`src/rtl/smp_timer_bank.sv`:
```
// smp_timer_bank
//   Bank of NUM_TIMERS independent SMP timers. A shared free-running prescaler
//   supplies a slow and a fast tick; each timer picks one (FAST_MASK), divides
//   it by its own DIV_W-bit divisor and counts the result in an OUT_W-bit
//   wrap-around output counter that the CPU reads (read-to-clear).
//   All state changes are qualified by CE (the SMP clock enable).
//   Optional feature: define SMP_TIMER_IRQ_EN to add the IRQ port with one
//   level interrupt per timer. Without it the port and logic are absent.
module smp_timer_bank #(
    parameter int                        NUM_TIMERS = 3,
    parameter int                        DIV_W      = 8,
    parameter int                        OUT_W      = 4,
    parameter int                        PRE_SLOW   = 128,
    parameter int                        PRE_FAST   = 16,
    parameter logic [NUM_TIMERS-1:0]     FAST_MASK  = 3'b100
) (
    input  logic                         CLK,
    input  logic                         RST_N,
    input  logic                         CE,
    input  logic                         EN_WR,
    input  logic [NUM_TIMERS-1:0]        EN_DATA,
    input  logic [NUM_TIMERS-1:0]        DIV_WR,
    input  logic [DIV_W-1:0]             DIV_DATA,
    input  logic [NUM_TIMERS-1:0]        OUT_RD,
    output logic [NUM_TIMERS*OUT_W-1:0]  OUT,
    output logic [NUM_TIMERS*DIV_W-1:0]  DIV_Q,
    output logic [NUM_TIMERS-1:0]        TICK
`ifdef SMP_TIMER_IRQ_EN
    ,
    output logic [NUM_TIMERS-1:0]        IRQ
`endif
);

    // Prescaler width covers one slow period; the fast tick is taken from
    // its low bits, so both periods must be powers of two.
    localparam int               PRE_W         = (PRE_SLOW > 1) ? $clog2(PRE_SLOW) : 1;
    localparam logic [PRE_W-1:0] PRE_SLOW_LAST = PRE_W'(PRE_SLOW - 1);
    localparam logic [PRE_W-1:0] PRE_FAST_LOW  = PRE_W'(PRE_FAST - 1);

    logic [PRE_W-1:0] r_pre;
    logic             w_slow_tick;
    logic             w_fast_tick;

    // Shared free-running prescaler, advanced once per CE
    always_ff @(posedge CLK) begin
        if (!RST_N) begin
            r_pre <= '0;
        end else if (CE) begin
            r_pre <= r_pre + PRE_W'(1);
        end
    end

    // Ticks are decoded from the current prescaler value and used in the same cycle
    assign w_slow_tick = (r_pre == PRE_SLOW_LAST);
    assign w_fast_tick = ((r_pre & PRE_FAST_LOW) == PRE_FAST_LOW);

    generate
        for (genvar g = 0; g < NUM_TIMERS; g++) begin : g_timer
            logic             r_en;
            logic [DIV_W-1:0] r_div;
            logic [DIV_W-1:0] r_cnt;
            logic [OUT_W-1:0] r_out;
            logic             r_tick;

            logic             w_tick_sel;
            logic             w_en_rise;
            logic             w_adv;
            logic [DIV_W-1:0] w_cnt_inc;
            logic             w_wrap;
            logic             w_bump;
            logic             w_rd;

            assign w_tick_sel = FAST_MASK[g] ? w_fast_tick : w_slow_tick;
            // A 0->1 enable restarts the timer and swallows any tick that cycle
            assign w_en_rise  = CE & EN_WR & EN_DATA[g] & ~r_en;
            assign w_adv      = CE & r_en & w_tick_sel & ~w_en_rise;
            // Compare against the divisor held before any same-cycle write;
            // divisor 0 matches when the counter wraps, giving 2^DIV_W ticks
            assign w_cnt_inc  = r_cnt + DIV_W'(1);
            assign w_wrap     = (w_cnt_inc == r_div);
            assign w_bump     = w_adv & w_wrap;
            assign w_rd       = CE & OUT_RD[g];

            // Enable and divisor registers, written by CE-qualified strobes
            always_ff @(posedge CLK) begin
                if (!RST_N) begin
                    r_en  <= 1'b0;
                    r_div <= '1;
                end else if (CE) begin
                    if (EN_WR) begin
                        r_en <= EN_DATA[g];
                    end
                    if (DIV_WR[g]) begin
                        r_div <= DIV_DATA;
                    end
                end
            end

            // Stage-2 divider counter; a divisor write does not reset it
            always_ff @(posedge CLK) begin
                if (!RST_N) begin
                    r_cnt <= '0;
                end else if (w_en_rise) begin
                    r_cnt <= '0;
                end else if (w_adv) begin
                    r_cnt <= w_wrap ? '0 : w_cnt_inc;
                end
            end

            // Output counter; an increment coinciding with a read leaves 1 so it is never lost
            always_ff @(posedge CLK) begin
                if (!RST_N) begin
                    r_out <= '0;
                end else if (w_en_rise) begin
                    r_out <= '0;
                end else if (w_bump) begin
                    r_out <= w_rd ? OUT_W'(1) : r_out + OUT_W'(1);
                end else if (w_rd) begin
                    r_out <= '0;
                end
            end

            // One-cycle pulse following each output increment
            always_ff @(posedge CLK) begin
                if (!RST_N) begin
                    r_tick <= 1'b0;
                end else begin
                    r_tick <= w_bump;
                end
            end

            assign OUT[g*OUT_W +: OUT_W]   = r_out;
            assign DIV_Q[g*DIV_W +: DIV_W] = r_div;
            assign TICK[g]                 = r_tick;

`ifdef SMP_TIMER_IRQ_EN
            logic r_irq;

            // Level interrupt: set by an increment, cleared by read or re-enable; set wins
            always_ff @(posedge CLK) begin
                if (!RST_N) begin
                    r_irq <= 1'b0;
                end else if (w_bump) begin
                    r_irq <= 1'b1;
                end else if (w_rd | w_en_rise) begin
                    r_irq <= 1'b0;
                end
            end

            assign IRQ[g] = r_irq;
`endif
        end
    endgenerate

endmodule

```
`config.mk`:
```
export PLATFORM = sky130hd
export DESIGN_NAME = smp_timer_bank
export DESIGN_NICKNAME = d
export VERILOG_FILES = /design/src/rtl/smp_timer_bank.sv
export SDC_FILE = /design/constraint.sdc
export NUM_CORES = 1
export LEC_CHECK = 0
export BUFFER_PORTS_ARGS = -buffer_cell sky130_fd_sc_hd__buf_2
export CORE_MARGIN = 1
export CORE_UTILIZATION = 40
export CTS_CLUSTER_DIAMETER = 150
export DETAILED_ROUTE_END_ITERATION = 12
export GPL_ROUTABILITY_DRIVEN = 0
export SKIP_LAST_GASP = 1
export SYNTH_ARGS = -nofsm -noshare
export SYNTH_HDL_FRONTEND = slang
export SYNTH_SLANG_ARGS = --single-unit
export TNS_END_PERCENT = 20
```
`constraint.sdc`:
```
create_clock -name CLK -period 2 [get_ports CLK]
set_input_delay 0.1 -clock CLK [delete_from_list [all_inputs] [get_ports CLK]]
set_output_delay 0.1 -clock CLK [all_outputs]
set_load 0.02 [all_outputs]
```
==> run summary, run 1 <==
Worst VDD drop: 0.000419 V
Hold path startpoint: EN_DATA[1]
Asr flop ratio synth: 0
Cell count after synthesis: 440
Final period util: 1.01
Routed WL per cell: 13.9 um
Final setup violation count: 2
Cell variety after synth: 49
Synth Register Bits: 73
Ordered list of cells on the worst path: ha_4 > nand3_2 > or3_4 > a2111oi_4 > o211ai_4 > or3_1 > a21oi_1
Mapped Area: 3640 um2
Clock Latency Late Sink: 0.35 ns
R2R depth: 7
Clock Sinks: 73
IO Count: 60
Max-slew violation count: 0
Synth Flop Type: dfxtp_1
Worst r2r dst: g_timer[1].r_out[2]
Residual overflow from global routing: 0
Final non-filler cell area: 4680 um2
Sequential area share after synthesis: 0.402
Endpoint, Worst Hold: g_timer[1].r_en
Post-synth EDFFs: 0
Critical path's top delay family: simple AND/OR/NAND/NOR gates
Worst-path clk slew: 0.07 ns
CTS tree: built
Drc violations: 0
Non-filler cells, final: 651
I/O Buffers: 59
Number of synthesis warnings: 0
Cells after DPL: 632
Max_slew headroom: 0.755
Bufs and invs on worst path: 0
First drt pass iteration count: 4
Most numerous cell in the Yosys netlist: nand2_1
Initial Util: 0.415
Htree depth: 3
Setup Skew: 0.00792 ns
Final ANT Viol Nets: 0
Top cell type's share of synthesized area: 0.402
First-pass GRT wire length: 15100 um
Tightest Hold Check Type: input pin to flop
Routed via count: 3284
DIE AREA: 9480 um2
Final Hold Viols: 0
R2r startpoint: g_timer[1].r_cnt[1]
Status: finished with violations
Critical path's largest stage delay: 0.39 ns
Root Driver: clkbuf_8
Vias in the first global route: 3136
Synthesis-to-layout area growth: 28.6%
Crit end category: flop
Worst EP required: 2.28 ns
Nets: 566
RSZ-0062 raised after global routing: yes
Std-Cell Rows: 34
Dpl cell area: 4370 um2
Failing checks: negative setup slack
Die Y: 97.3 um
Yosys top cell by area: dfxtp_1
Total Power: 0.00308 W
Worst Hold Depth: 3
Placeable core area: 8760 um2
Initial antenna violation count: 0
Setup WS post-layout: -0.0185 ns
CTS buffer count: 9
Syn Nets: 468
Crit path max-delay cell type: or3_4
Synth area leaders: dfxtp_1, nand2_1, xor2_1
Crit Path Category: flop to flop
Via density: 5.04
Diodes inserted: 0
Critical Path Source Type: flop
WL final: 9070 um
Max cap viols: 0
Reg-to-reg slack, setup: -0.02 ns
Setup TNS: -0.0256 ns
Mapped Avg Cell Area: 8.26 um2
Worst-path fanout max: 6
P per Cell Area: 658 nW/um2
Die span in x: 97.3 um
CP arrival: 2.30 ns
Global-route usage over all layers: 0.198
Actual slew at the worst max-slew pin: 0.364 ns
Lkg Pwr: 1.94 nW
1st-iter DRT viols: 102
Hold-fix buffers, CTS: 0
Top cells by count, synth: nand2_1, dfxtp_1, nor2_1, nand3_1, xor2_1
Layout cell share with drive strength beyond 1: 0.287
CTS max path bufs: 2
Maximum clock frequency: 0.495 GHz
Final Critical Period: 2.02 ns
Post-DP HPWL: 6870 um
Largest net degree at the start of global routing: 25
Hold_ws: 0.0140 ns
## cell type report
type | count | area, um2
multi-input combinational | 341 | 2160
tap | 108 | 135
inverter | 5 | 18.8
clock buffer | 12 | 165
timing repair buffer | 108 | 679
clock inverter | 4 | 48.8
fill | 847 | 4090
sequential | 73 | 1470
## state kept, by name, indices dropped and copies added, names as in the netlist
| name | cells |
|---|---|
| g_timer.r_en | 3 |
| g_timer.r_out | 12 |
| g_timer.r_tick | 3 |
| r_pre | 7 |
| g_timer.r_cnt | 24 |
| g_timer.r_div | 24 |
## worst min-delay path, delay by kind of cell
kind                   cells  cell delay [ns]
AO/OA/AOI/OAI              1             0.05
buffers and inverters      1             0.10
AND/OR/NAND/NOR            1             0.05
## report_power, final
part	internal, W	switching (W)	leakage [nW]
combinational	0.000126	0.000193	1.23
sequential	0.00149	0.0000417	0.598
clock	0.000677	0.000550	0.109
total	0.00229	0.000785	1.94
## kinds of logic after synthesis
kind of cell               Yosys count  share of synthesized area
AOI/OAI and AO/OA                   45                     0.0936
and+or+nand+nor                    229                      0.302
buffers and inverters               26                     0.0317
xor gates and xnor gates            55                      0.132
muxes                                5                     0.0138
adders and majority gates            7                     0.0241
DFF                                 73                      0.402
## metal layers
metal  up-vias  routed length [um]  part of all wire  global-route usage
met5         -                   0                 0                   0
met4         0                  81            0.0089              0.0566
met3         7                 388             0.043              0.0518
met2        75                4120              0.45               0.313
met1      1520                4480              0.49               0.268
li1       1682                   -                 -                   -
## cell usage in the layout (no fill, tap or decap), types with 3 or more instances in the layout
cell      synthesis  layout
inv_1             5       5
or3_1             8       8
nand3_1          40      39
dfxtp_2           0       7
buf_2             3      59
mux2i_1           5       5
dfxtp_1          73      65
xnor2_1          26      24
o21ai_0          12      11
nand2_1          84      83
nand4_1           8       8
clkbuf_8          0      12
nand2b_1          4       4
ha_1              7       3
buf_4             3      47
and4_1            5       3
a21oi_1          15      15
nor2_1           42      42
nor2b_1           4       4
and2_1           13      13
nor3_1            6       6
xor2_1           29      29
nor3b_1           5       5
## worst max path at each step
stage / startpoint / end / slack, ns / cells after the start
after floorplan: g_timer[1].r_cnt[0] / g_timer[1].r_out[3] / -0.03 / 7
after global placement: r_pre[1] / g_timer[0].r_out[3] / -0.01 / 7
after detailed placement: r_pre[1] / g_timer[2].r_out[3] / -0.1 / 7
after CTS: g_timer[1].r_cnt[1] / g_timer[1].r_out[3] / -0.07 / 7
after global routing: g_timer[1].r_cnt[1] / g_timer[1].r_out[3] / -0.10 / 7
final: g_timer[1].r_cnt[1] / g_timer[1].r_out[2] / -0.02 / 7
## per-stage QoR
| step | utilization | setup WS [ns] |
|---|---|---|
| after floorplan | - | -0.0274 |
| after global placement | 0.498 | -0.0103 |
| after detailed placement | 0.498 | -0.0983 |
| after CTS | 0.525 | -0.0737 |
| after global routing | 0.534 | -0.103 |
| final | 0.534 | -0.0185 |
## what timing repair did
action                     4_1_cts  5_1_grt
setup endpoints to repair        6       37
pin swaps                        4       10
buffers inserted                 2        1
resized for setup                2       18
Note: power is estimated with default switching activity, not from simulation.
==> run 2, diff against run 1 <==
--- a/config.mk
+++ b/config.mk
@@ -11,6 +11,7 @@
 export CTS_CLUSTER_DIAMETER = 150
 export DETAILED_ROUTE_END_ITERATION = 12
 export GPL_ROUTABILITY_DRIVEN = 0
+export REMOVE_ABC_BUFFERS = 1
 export SKIP_LAST_GASP = 1
 export SYNTH_ARGS = -nofsm -noshare
 export SYNTH_HDL_FRONTEND = slang
==> run 2 against run 1 <==
The flow still finishes with violations (negative setup slack). Register-to-register slack worse by 0.03 ns. Final cell count is 0.31% higher. Routed wire length down 3.3%. Sequential share of layout area decreased by 0.087 points. Power decreased by 3.1%. Sequential cell count unchanged. Final area up 0.11%. Clock skew barely moved. Critical path depth is the same. Worst setup slack lost 0.031 ns. Clock power fell by 8%. First-iteration DRC count is 24% lower. Critical path type unchanged. Critical endpoint is now g_timer[1].r_out[3]. Largest cell class unchanged.
==> run summary, run 2 (synthesis gave the netlist of run 1 again) <==
Sw frac: 0.265
Cell-internal power: 0.00219 W
WL final: 8770 um
Setup Skew: 0.00771 ns
1st-iter DRT viols: 78
Dpl cell area: 4350 um2
Final Hold Viols: 0
Final ANT Viol Nets: 0
Register share of total power: 0.514
Most common cell after layout, fill and taps aside: nand2_1
Layout cell share with drive strength beyond 1: 0.292
Worst VDD drop: 0.000265 V
Critical Path Source Type: flop
Clock Latency Late Sink: 0.34 ns
Global-route usage over all layers: 0.190
Diodes inserted: 0
Ordered list of cells on the worst path: ha_4 > nand3_4 > or3_4 > a2111oi_4 > o211ai_4 > or3_1 > a21oi_1
Worst r2r dst: g_timer[1].r_out[3]
I/O Buffers: 59
First drt pass iteration count: 4
Total Power: 0.00298 W
Reg-to-reg slack, setup: -0.05 ns
Final non-filler cell area: 4680 um2
Crit path max-delay cell type: or3_4
Clock Sinks: 73
Residual overflow from global routing: 0
Largest net degree at the start of global routing: 18
DIE AREA: 9480 um2
Crit end category: flop
CTS buffer count: 9
Max-slew violation count: 0
Critical path's largest stage delay: 0.39 ns
Final Critical Period: 2.05 ns
Worst EP required: 2.27 ns
Routed via count: 3276
Final setup violation count: 11
Biggest regs: g_timer.r_cnt x24, g_timer.r_div x24, g_timer.r_out x12
Actual slew at the worst max-slew pin: 0.514 ns
Bufs and invs on worst path: 0
R2R depth: 7
Die span in x: 97.3 um
Worst Hold Depth: 3
P per Cell Area: 637 nW/um2
CP arrival: 2.32 ns
Synthesis-to-layout area growth: 28.8%
Max_slew headroom: 0.654
Initial antenna violation count: 0
Std-Cell Rows: 34
CTS tree: built
Root Driver: clkbuf_8
Initial Util: 0.415
R2r startpoint: g_timer[1].r_cnt[0]
Worst-path clk slew: 0.08 ns
Endpoint, Worst Hold: g_timer[1].r_en
RSZ-0062 raised after global routing: yes
Nets: 568
Part of the power in the clock network: 0.380
First-pass GRT wire length: 14600 um
Most frequent cells in the layout: nand2_1, dfxtp_1, buf_2
Setup WS post-layout: -0.0500 ns
Failing checks: negative setup slack
Htree depth: 3
Drc violations: 0
Tightest Hold Check Type: input pin to flop
Placeable core area: 8760 um2
Vias in the first global route: 3091
Post-DP HPWL: 6660 um
Die Y: 97.3 um
Status: finished with violations
Dpl ws: -0.113 ns
Finished Core Util: 0.534
Combinational power share: 0.106
Crit path from: g_timer[1].r_cnt[0]
Lkg Pwr: 1.93 nW
Max cap viols: 0
Routed WL per cell: 13.4 um
IO Count: 60
Worst-path fanout max: 5
CTS max path bufs: 2
Hold path startpoint: EN_DATA[1]
Via density: 5.02
Net Sw Power: 0.000792 W
Maximum clock frequency: 0.488 GHz
Crit Path Category: flop to flop
Critical path's top delay family: simple AND/OR/NAND/NOR gates
Final period util: 1.02
## run 2: cell types whose count changed in the layout (fill, tap and decap cells not counted), sizes merged
cell / change
clkinvlp: -1
clkinv: +4
clkbuf: -2
buf: +2
inv: -1
## run 2: repair_timing
item,in CTS,in global routing
endpoints found under the setup margin,9,36
gates resized for setup,11,21
setup buffers,1,3
hold buffers,0,0
pin swaps,12,13
endpoints found under the hold margin,0,0
## run 2: worst max path at each step
stage                     cells after the start  slack (ns)                  end
after floorplan                               7       -0.20  g_timer[1].r_out[3]
after global placement                        7       -0.08  g_timer[1].r_out[3]
after detailed placement                      8       -0.11  g_timer[0].r_out[3]
after CTS                                     7       -0.04  g_timer[1].r_out[2]
after global routing                          8       -0.11  g_timer[1].r_out[0]
final                                         7       -0.05  g_timer[1].r_out[3]
## run 2: layout make-up
class / instances / area [um2]
inverters: 5 / 18.8
clock buffers: 10 / 128
multi-input cells: 341 / 2160
clock inverters: 6 / 58.8
flip-flops and latches: 73 / 1470
fillers: 848 / 4080
well taps: 108 / 135
repair buffers: 110 / 711
## run 2: tightest hold or removal path: cells and delay by family
kind / cells / cell delay, ns
simple gates: 1 / 0.06
buf+inv: 1 / 0.10
compound gates: 1 / 0.05
## run 2: power groups by stage
stage,Clock [W],Combinational (W),Sequential [W]
floorplan,0,0.000131,0.00160
global placement,0,0.000309,0.00157
detailed placement,0,0.000314,0.00157
CTS,0.00116,0.000316,0.00153
global route,0.00122,0.000353,0.00154
finish,0.00113,0.000317,0.00153
## run 2: metrics by stage
step | hold WS, ns | instances | setup TNS, ns
3_5_place_dp | 0.372 | 633 | -0.467
3_3_place_gp | 0.366 | 633 | -0.198
6_report | 0.0179 | 653 | -0.258
2_1_floorplan | 0.172 | 419 | -0.868
4_1_cts | 0.0103 | 650 | -0.300
5_1_grt | 0.0112 | 653 | -2.01
## run 2: routing by layer
metal	wire length, um	track usage	vias to the layer above
met2	4100	0.309	65
met1	4230	0.256	1515
met5	0	0	-
met4	80	0.0611	0
li1	-	-	1689
met3	360	0.0338	7
==> run 3, diff against run 2 <==
--- a/config.mk
+++ b/config.mk
@@ -6,7 +6,7 @@
 export NUM_CORES = 1
 export LEC_CHECK = 0
 export BUFFER_PORTS_ARGS = -buffer_cell sky130_fd_sc_hd__buf_2
-export CORE_MARGIN = 1
+export CORE_MARGIN = 10
 export CORE_UTILIZATION = 40
 export CTS_CLUSTER_DIAMETER = 150
 export DETAILED_ROUTE_END_ITERATION = 12
==> constraint.sdc (replaced) <==
create_clock -name CLK -period 1.9 [get_ports CLK]
set_input_delay 0.095 -clock CLK [delete_from_list [all_inputs] [get_ports CLK]]
set_output_delay 0.095 -clock CLK [all_outputs]
set_load 0.02 [all_outputs]
==> run 3 against run 2 <==
The run still ends with negative setup slack left. Largest power group unchanged. Combinational power is 9.8% higher. Count of clock-buffer cells in the layout is 3 higher. Largest cell class unchanged. Sequential cell count unchanged. Maximum frequency increased by 2.3%.
==> run summary, run 3 (synthesis gave the netlist of run 1 again) <==
Diodes inserted: 0
Maximum clock frequency: 0.499 GHz
Setup WS post-layout: -0.105 ns
DIE AREA: 13300 um2
Tightest Hold Check Type: input pin to flop
Post-DP HPWL: 7600 um
Crit end category: flop
CP arrival: 2.25 ns
RSZ-0062 raised after global routing: yes
CTS buffer count: 9
Placeable core area: 8810 um2
Setup TNS: -0.706 ns
Worst Hold Depth: 3
Clock Latency Late Sink: 0.35 ns
Multi-input gate area: 2150 um2
Crit Path Category: flop to flop
Largest net degree at the start of global routing: 18
Max-slew violation count: 0
Worst-path fanout max: 6
First drt pass iteration count: 4
First-pass GRT wire length: 16100 um
Htree depth: 3
Most common cell after layout, fill and taps aside: nand2_1
Nets: 584
Ordered list of cells on the worst path: ha_4 > nand3_2 > or3_4 > a2111oi_4 > o211ai_4 > buf_4 > xor2_1 > and2_1
Max_slew headroom: 0.725
I/O Buffers: 59
Std-Cell Rows: 34
Failing checks: negative setup slack
Vias in the first global route: 3345
Reg area: 1470 um2
Global-route usage over all layers: 0.149
WL final: 9810 um
Hold_ws: 0.0148 ns
Via density: 4.99
Fill cells: 865
Synthesis-to-layout area growth: 32.0%
Final setup violation count: 17
Actual slew at the worst max-slew pin: 0.408 ns
Final Critical Period: 2.00 ns
Final non-filler cell area: 4800 um2
Die span in x: 115 um
Initial Util: 0.413
P per Cell Area: 669 nW/um2
Worst VDD drop: 0.000402 V
Levels on crit path: 8
Worst EP required: 2.15 ns
Final ANT Viol Nets: 0
Max cap viols: 0
Initial antenna violation count: 0
Most frequent cells in the layout: nand2_1, dfxtp_1, buf_4
Drc violations: 0
Residual overflow from global routing: 0
Bufs and invs on worst path: 1
Root Driver: clkbuf_8
Worst-path clk slew: 0.08 ns
Lkg Pwr: 2.01 nW
Die Y: 115 um
Critical Path Source Type: flop
Clock Sinks: 73
Critical path's top delay family: simple AND/OR/NAND/NOR gates
R2R depth: 8
Routed WL per cell: 14.7 um
Total Power: 0.00321 W
Routed via count: 3334
CTS tree: built
Final Hold Viols: 0
Non-filler cells, final: 668
Final period util: 1.06
Setup Skew: 0.00857 ns
CTS max path bufs: 2
Layout cell share with drive strength beyond 1: 0.298
Crit path max-delay cell type: or3_4
Critical path's largest stage delay: 0.39 ns
Status: finished with violations
1st-iter DRT viols: 134
Dpl cell area: 4430 um2
Biggest regs: g_timer.r_cnt x24, g_timer.r_div x24, g_timer.r_out x12
IO Count: 60
Cells after DPL: 646
Reg-to-reg slack, setup: -0.10 ns
run 3: cell count changes in the layout (fill, tap and decap cells not counted), moves of 2 or more:
cell / change
o21ai_1: +2
clkbuf_8: +2
dlygate4sd3_1: +3
buf_4: +15
clkinv_2: -4
dfxtp_2: -2
run 3: metal layers:
metal	global-route usage	vias to the layer above	share of wire
li1	-	1713	-
met1	0.181	1547	0.45
met2	0.256	63	0.48
met3	0.0380	11	0.051
met4	0.0414	0	0.013
met5	0	-	0
run 3: worst reg2reg max path, stage by stage, from the launching register on:
cell,delay (ns)
dfxtp_4,0.37
ha_4,0.13
nand3_2,0.08
or3_4,0.39
a2111oi_4,0.35
o211ai_4,0.15
buf_4,0.16
xor2_1,0.14
and2_1,0.14
run 3: final timing paths:
path | startpoint | end
worst min-delay path | DIV_DATA[7] | g_timer[1].r_div[7]
worst max register to register | g_timer[1].r_cnt[0] | g_timer[1].r_out[0]
worst max-delay path | g_timer[1].r_cnt[0] | g_timer[1].r_out[0]
worst min register to register | g_timer[2].r_en | g_timer[2].r_en
run 3: timing repair:
action	4_1_cts	5_1_grt
hold buffers	3	0
setup buffers	3	1
gates cloned	0	0
pin swaps	18	4
resized for setup	24	5
hold endpoints to repair	3	0
setup endpoints to repair	36	36
run 3: cell type report:
type,instances,share of cell area
clock buffer,13,0.0331
sequential,73,0.307
clock inverter,2,0.00782
timing repair buffer,126,0.171
multi-input combinational,341,0.449
inverter,5,0.00391
tap,108,0.0282
run 3: power by group:
group          internal [W]  leakage [nW]  switching [W]
sequential          0.00157         0.598      0.0000417
combinational      0.000140          1.31       0.000208
clock              0.000673        0.0957       0.000578
total               0.00238          2.01       0.000828
run 3: per-stage QoR:
step / setup WS, ns / util
2_1_floorplan: -0.301 / -
3_3_place_gp: -0.159 / 0.503
3_5_place_dp: -0.217 / 0.503
4_1_cts: -0.106 / 0.543
5_1_grt: -0.199 / 0.545
6_report: -0.105 / 0.545
